--- src/rtl/ifetch_stage.sv ---
// rtl/ifetch_stage.sv - instruction fetch stage: owns the PC, drives the ROM, registered output slot to decode
module ifetch_stage #(
    parameter int                    ADDR_WIDTH = 64,
    parameter int                    DATA_WIDTH = 32,
    parameter logic [ADDR_WIDTH-1:0] RESET_PC   = '0
) (
    input  logic                  clk_i,
    input  logic                  rst_i,
    output logic [ADDR_WIDTH-1:0] rom_addr_o,
    input  logic [DATA_WIDTH-1:0] rom_data_i,
    input  logic                  rom_illegal_i,
    input  logic                  redirect_i,
    input  logic [ADDR_WIDTH-1:0] redirect_pc_i,
    output logic                  valid_o,
    input  logic                  ready_i,
    output logic [ADDR_WIDTH-1:0] pc_o,
    output logic [DATA_WIDTH-1:0] inst_o,
    output logic                  fault_o,
    output logic                  halted_o,
    output logic [63:0]           fetch_count_o
);

    typedef enum logic {
        ST_RUN  = 1'b0,
        ST_HALT = 1'b1
    } state_t;

    state_t                r_state;
    state_t                w_state_nxt;
    logic [ADDR_WIDTH-1:0] r_pc;
    logic [ADDR_WIDTH-1:0] w_pc_nxt;
    logic [ADDR_WIDTH-1:0] r_slot_pc;
    logic [ADDR_WIDTH-1:0] w_slot_pc_nxt;
    logic [DATA_WIDTH-1:0] r_inst;
    logic [DATA_WIDTH-1:0] w_inst_nxt;
    logic                  r_valid;
    logic                  w_valid_nxt;
    logic                  r_fault;
    logic                  w_fault_nxt;
    logic [63:0]           r_count;
    logic                  w_fire;
    logic                  w_slot_free;

    assign w_fire      = r_valid & ready_i;
    // The slot can be refilled in the same cycle decode consumes it.
    assign w_slot_free = ~r_valid | ready_i;

    always_comb begin
        w_state_nxt   = r_state;
        w_pc_nxt      = r_pc;
        w_slot_pc_nxt = r_slot_pc;
        w_inst_nxt    = r_inst;
        w_valid_nxt   = r_valid;
        w_fault_nxt   = r_fault;
        if (redirect_i) begin
            w_pc_nxt    = redirect_pc_i;
            w_valid_nxt = 1'b0;
            w_state_nxt = ST_RUN;
        end else if ((r_state == ST_RUN) && w_slot_free) begin
            w_slot_pc_nxt = r_pc;
            w_fault_nxt   = rom_illegal_i;
            w_valid_nxt   = 1'b1;
            w_inst_nxt    = rom_illegal_i ? '0 : rom_data_i;
            // A faulting fetch parks the PC on the bad address until execute redirects.
            if (rom_illegal_i) begin
                w_state_nxt = ST_HALT;
            end else begin
                w_pc_nxt = r_pc + ADDR_WIDTH'(4);
            end
        end else if ((r_state == ST_HALT) && w_fire) begin
            w_valid_nxt = 1'b0;
        end
    end

    always_ff @(posedge clk_i) begin
        if (rst_i) begin
            r_state   <= ST_RUN;
            r_pc      <= RESET_PC;
            r_slot_pc <= '0;
            r_inst    <= '0;
            r_valid   <= 1'b0;
            r_fault   <= 1'b0;
            r_count   <= '0;
        end else begin
            r_state   <= w_state_nxt;
            r_pc      <= w_pc_nxt;
            r_slot_pc <= w_slot_pc_nxt;
            r_inst    <= w_inst_nxt;
            r_valid   <= w_valid_nxt;
            r_fault   <= w_fault_nxt;
            if (w_fire) begin
                r_count <= r_count + 64'd1;
            end
        end
    end

    assign rom_addr_o    = r_pc;
    assign valid_o       = r_valid;
    assign pc_o          = r_slot_pc;
    assign inst_o        = r_inst;
    assign fault_o       = r_fault;
    assign halted_o      = (r_state == ST_HALT);
    assign fetch_count_o = r_count;

endmodule

--- config.mk ---
export PLATFORM = sky130hd
export DESIGN_NAME = ifetch_stage
export DESIGN_NICKNAME = d
export VERILOG_FILES = /design/src/rtl/ifetch_stage.sv
export SDC_FILE = /design/constraint.sdc
export NUM_CORES = 1
export LEC_CHECK = 0
export CAP_MARGIN = 20
export CORE_MARGIN = 1
export CORE_UTILIZATION = 35
export CTS_CLUSTER_DIAMETER = 30
export DETAILED_ROUTE_END_ITERATION = 8
export HOLD_SLACK_MARGIN = 0.05
export PLACE_DENSITY = 0.74
export SYNTH_ARGS = -nofsm -noshare
export SYNTH_HDL_FRONTEND = slang
export SYNTH_SLANG_ARGS = --single-unit
--- constraint.sdc ---
create_clock -name clk_i -period 3.5 [get_ports clk_i]
set_input_delay 1.05 -clock clk_i [delete_from_list [all_inputs] [get_ports clk_i]]
set_output_delay 1.05 -clock clk_i [all_outputs]
set_load 0.01 [all_outputs]
After elaboration in Yosys (flattened, before gate mapping)
Cells that the tools add are included. Widths: inputs -> output; s select.

Input port bits: 101. Output and inout bits: 227. Register bits: 227. Logic and storage cells: 29.

$add $sub $neg: 2. Bitwise gates (word level): 5. Reduce and logical (&&, ||, !) cells: 8. Equal/unequal tests: 1. Muxes and demuxes: 6.

Operator list (count): $mux 64 (3); $add 64x1->64 const B (1); $add 64x3->64 const B (1); $mux 32 (1); $reduce_and 2->1 (3); $reduce_bool 2->1 (2); $not 1->1 (3); $logic_and 1x1->1 (2); $mux 1 (2); $ne 2x1->1 const B (1); $reduce_or 2->1 (1); $and 1x1->1 (1); $or 1x1->1 (1).

Longest topological paths before layout
Word-level depth: 5. Depth in mapped cells: 9. Mapped depth without buffers: 6.

Least setup slack after synthesis
Ideal clock, no wire load.

Path kind: input to register. From: in ready_i. To: reg r_count[38] (netlist: fetch_count_o[38]). Path buffers: 2. Arrival: 2.918 ns. Slack: 0.512 ns. Stages on the path: 7. Setup time: 0.070 ns. Path through: and4_1 -> clkbuf_1 -> nand4_1 -> or4_1 -> clkbuf_1 -> or4_1 -> a21oi_1.

Longest elaborated chain between the ends: 1.

Ends and longest elaborated chain: start: declaration (RTL line 15) `input logic ready_i,`; $and 1x1->1 (RTL line 44) `assign w_fire = r_valid & ready_i;`; end signal: assignment (RTL line 92) `r_count <= r_count + 64'd1;`; end: declaration (RTL line 40) `logic [63:0] r_count;`.

No other way between the ends. A chain may end at the register's enable or synchronous reset.

Final worst setup path
From: in ready_i. To: reg r_pc[54] (netlist: rom_addr_o[54]).

Longest elaborated chain between the ends: 4.

Ends and longest elaborated chain: $or 1x1->1 (RTL line 46) `assign w_slot_free = ~r_valid | ready_i;`; $logic_and 1x1->1 (RTL line 59) `end else if ((r_state == ST_RUN) && w_slot_free) begin`; $reduce_bool 2->1 (no source line); $reduce_and 2->1 (no source line); end signal: assignment (RTL line 86) `r_pc <= w_pc_nxt;`; end: declaration (RTL line 30) `logic [ADDR_WIDTH-1:0] r_pc;`.

No other way between the ends.

==> impl_metrics.py <==
metrics = {
    "timing": {
        "period_needed_ns": 3.00,
        "clock-skew-final_ns": 0.0226,
        "period_utilization_pct": 85.8,
        "slew_headroom_pct": 39.4,
        "rsz0062_at_grt": "no",
        "timing.final.setup_violations": 0,
        "report.final.hold_viol_count": 0,
        "max_slew.worst_pin.slew_ns": 0.909,
        "max_slew_violation_total_from_the_final_report": 0,
        "fmaxAchievable_mhz": 333,
    },
    "cells_and_area": {
        "nets": 1759,
        "final_layout_size_suffix_gt1_share_pct": 10.2,
        "fillers": 2650,
        "post_route_utilization_pct": 55.5,
        "multi_input_comb_area_mm2": 0.00558,
        "seq_area_mm2": 0.00454,
        "flow.area_growth_from_synthesis_pct": 55.6,
    },
    "global_routing": {
        "grt_usage_pct": 23.5,
        "grt_start_max_net_pins": 82,
        "grt_antenna_before_repair": 3,
        "grt_first_pass_wirelength_um": 58700,
        "first_global_vias": 11100,
        "globalRouteOverflowTotal": 0,
    },
    "logic_synthesis": {
        "async_reset_ff_share_pct": 0,
        "avgSynthCellArea_um2": 8.01,
        "ys.warnings.count": 0,
        "synth_enable_flop_cells": 0,
        "synth.area.top_cells": "sky130_fd_sc_hd__dfxtp_1 43%, sky130_fd_sc_hd__nand2_1 7.7%, sky130_fd_sc_hd__a21oi_1 5.8%",
        "synth_largest_area_cell": "sky130_fd_sc_hd__dfxtp_1",
        "synth.net_count": 1422,
        "synthesis.instances": 1319,
        "synth_top_flop_cell": "sky130_fd_sc_hd__dfxtp_1",
        "syn_area_mm2": 0.0106,
        "synthDominantCellAreaShare_pct": 43.0,
        "ys_types": 61,
        "synth-seq-cells": 227,
        "sequential_share_of_the_synthesized_area_pct": 43.0,
    },
    "cts": {
        "clk_pin_slew_ns": 0.04,
        "cts_root_buf": "sky130_fd_sc_hd__clkbuf_16",
        "max-clock-path-buffers": 3,
        "cts.sink_count": 227,
        "h-tree-depth": 2,
        "cts_tree": "yes",
        "cts_buffers": 59,
        "clk-insertion-delay-late_ns": 0.55,
        "cts_setup_buffers": 0,
        "cts-resized-gates": 0,
        "cts_hold_buf": 0,
    },
    "routing": {
        "drt_iter0_markers": 790,
        "number_of_nets_with_antenna_violations_after_routing": 0,
        "detail_route.wirelength_um": 37700,
        "drt_pass1_iterations": 7,
        "via_count": 11600,
        "remaining_drc_errors": 0,
        "vias_per_cell": 5.54,
        "wl_per_cell_um": 18.0,
    },
    "floorplan": {
        "width_of_the_die_um": 176,
        "io_pins": 328,
        "height_of_the_chip_um": 176,
        "initial_core_util_pct": 35.6,
        "core_area_mm2": 0.0296,
        "fp-row-count": 63,
        "die_area_mm2": 0.0309,
    },
    "hold_path": {
        "hold_path.class": "reg2reg",
    },
    "worst_setup_path": {
        "type_of_origin_of_the_critical_path": "input pin",
        "top_fanout_value_on_the_critical_path": 9,
        "worst-endpoint-required_ns": 3.95,
        "crit_type": "in2reg",
        "critical_path.endpoint_type": "flip-flop",
        "worstPathArrival_ns": 3.45,
    },
    "power": {
        "ir_drop_mv": 0.382,
        "power.density_mw_per_mm2": 562,
        "p_leak_nw": 5.57,
        "finalPower_w": 0.00924,
    },
    "placed_design": {
        "place.port_buffers": 327,
        "hpwlAfterDp_um": 26600,
        "gpl.final_weighted_congestion": 0.926,
    },
    "run": {
        "drv_cap": 0,
    },
    "outcome": {
        "run_status": "complete, no violations",
    },
}
-- power by group --
group / switching (W) / internal (W)
Clock: 0.00160 / 0.00409
Sequential: 0.000128 / 0.00269
Combinational: 0.000352 / 0.000381
Total: 0.00208 / 0.00717
-- kinds of logic after synthesis --
logic type	Yosys count	share of synthesized area, %
AND/OR/NAND/NOR	636	30.7
adder cells (fa/ha/maj)	2	0.237
buffers and inverters	118	4.30
AO/OA/AOI/OAI	284	17.4
multiplexers	3	0.296
XOR/XNOR	49	4.06
flip-flops	227	43.0
-- final cells by class --
cell class                      count  area share [%]
Clock buffer                       74            10.1
Timing Repair Buffer              374            22.1
Clock inverter                     33            2.82
Multi-Input combinational cell    974            33.9
Tap cell                          390            2.97
Antenna cell                        2          0.0304
Sequential cell                   227            27.6
Inverter                           20           0.457
-- through the flow --
step	hold WS (ns)	setup WS (ns)	setup TNS, ns	area [um2]	std cells
after floorplan	0.481	0.512	0	10600	1319
after global placement	0.441	0.0526	0	14300	1985
after detailed placement	0.445	-0.0111	-0.0166	14300	1985
after CTS	0.451	0.543	0	16400	2092
after global routing	0.470	0.415	0	16400	2093
final	0.449	0.498	0	16400	2094
-- critical path, stage by stage --
cell                              delay, ns
sky130_fd_sc_hd__clkdlybuf4s50_1       0.64
sky130_fd_sc_hd__nand2b_1              0.19
sky130_fd_sc_hd__nand2_2               0.10
sky130_fd_sc_hd__or4_1                 0.69
sky130_fd_sc_hd__or4_1                 0.53
sky130_fd_sc_hd__a311oi_1              0.25
-- Yosys cell counts, types with 6 or more instances --
master / count
sky130_fd_sc_hd__a2111oi_0: 6
sky130_fd_sc_hd__a211oi_1: 22
sky130_fd_sc_hd__a21oi_1: 122
sky130_fd_sc_hd__a22o_1: 19
sky130_fd_sc_hd__a22oi_1: 13
sky130_fd_sc_hd__a311oi_1: 14
sky130_fd_sc_hd__a31oi_1: 7
sky130_fd_sc_hd__and2_1: 9
sky130_fd_sc_hd__and3_1: 16
sky130_fd_sc_hd__and4_1: 26
sky130_fd_sc_hd__buf_2: 6
sky130_fd_sc_hd__clkbuf_1: 86
sky130_fd_sc_hd__dfxtp_1: 227
sky130_fd_sc_hd__inv_1: 19
sky130_fd_sc_hd__nand2_1: 217
sky130_fd_sc_hd__nand3_1: 55
sky130_fd_sc_hd__nand4_1: 44
sky130_fd_sc_hd__nand4b_1: 9
sky130_fd_sc_hd__nor2_1: 101
sky130_fd_sc_hd__nor2b_1: 8
sky130_fd_sc_hd__nor3_1: 40
sky130_fd_sc_hd__nor4_1: 32
sky130_fd_sc_hd__o211ai_1: 14
sky130_fd_sc_hd__o21ai_0: 24
sky130_fd_sc_hd__o31ai_1: 21
sky130_fd_sc_hd__o41ai_1: 9
sky130_fd_sc_hd__or3_1: 18
sky130_fd_sc_hd__or4_1: 31
sky130_fd_sc_hd__xnor2_1: 35
sky130_fd_sc_hd__xor2_1: 14
-- layer usage --
metal,GRT usage (%),wire length [um]
met1,28.2,15100
met2,39.9,18000
met3,6.04,3440
met4,9.24,1160
met5,0,24
-- final timing paths --
kind | slack, ns | end | startpoint | depth (start not counted)
max | 0.50 | rom_addr_o[54]$_SDFFE_PP0P_ | ready_i | 6
min | 0.45 | pc_o[63]$_SDFFE_PP0P_ | pc_o[63]$_SDFFE_PP0P_ | 2
max reg2reg | 0.71 | rom_addr_o[54]$_SDFFE_PP0P_ | rom_addr_o[18]$_SDFFE_PP0P_ | 5
min reg2reg | 0.45 | pc_o[63]$_SDFFE_PP0P_ | pc_o[63]$_SDFFE_PP0P_ | 2
-- sequential cells by signal (all words and copies together), names as in the netlist --
| name | count |
|---|---|
| halted_o | 1 |
| rom_addr_o | 64 |
| valid_o | 1 |
| fault_o | 1 |
| fetch_count_o | 64 |
| inst_o | 32 |
| pc_o | 64 |
-- cells in the final DEF, fill, tap and decap left out, drive strengths merged, types with 27 or more instances in the layout --
master / n
a21oi: 122
and4: 27
buf: 49
clkbuf: 74
clkdlybuf4s50: 325
dfxtp: 227
nand2: 218
nand3: 57
nand4: 46
nor2: 101
nor3: 40
nor4: 32
or4: 33
xnor2: 35
Note: power is estimated with default switching activity, not from simulation.
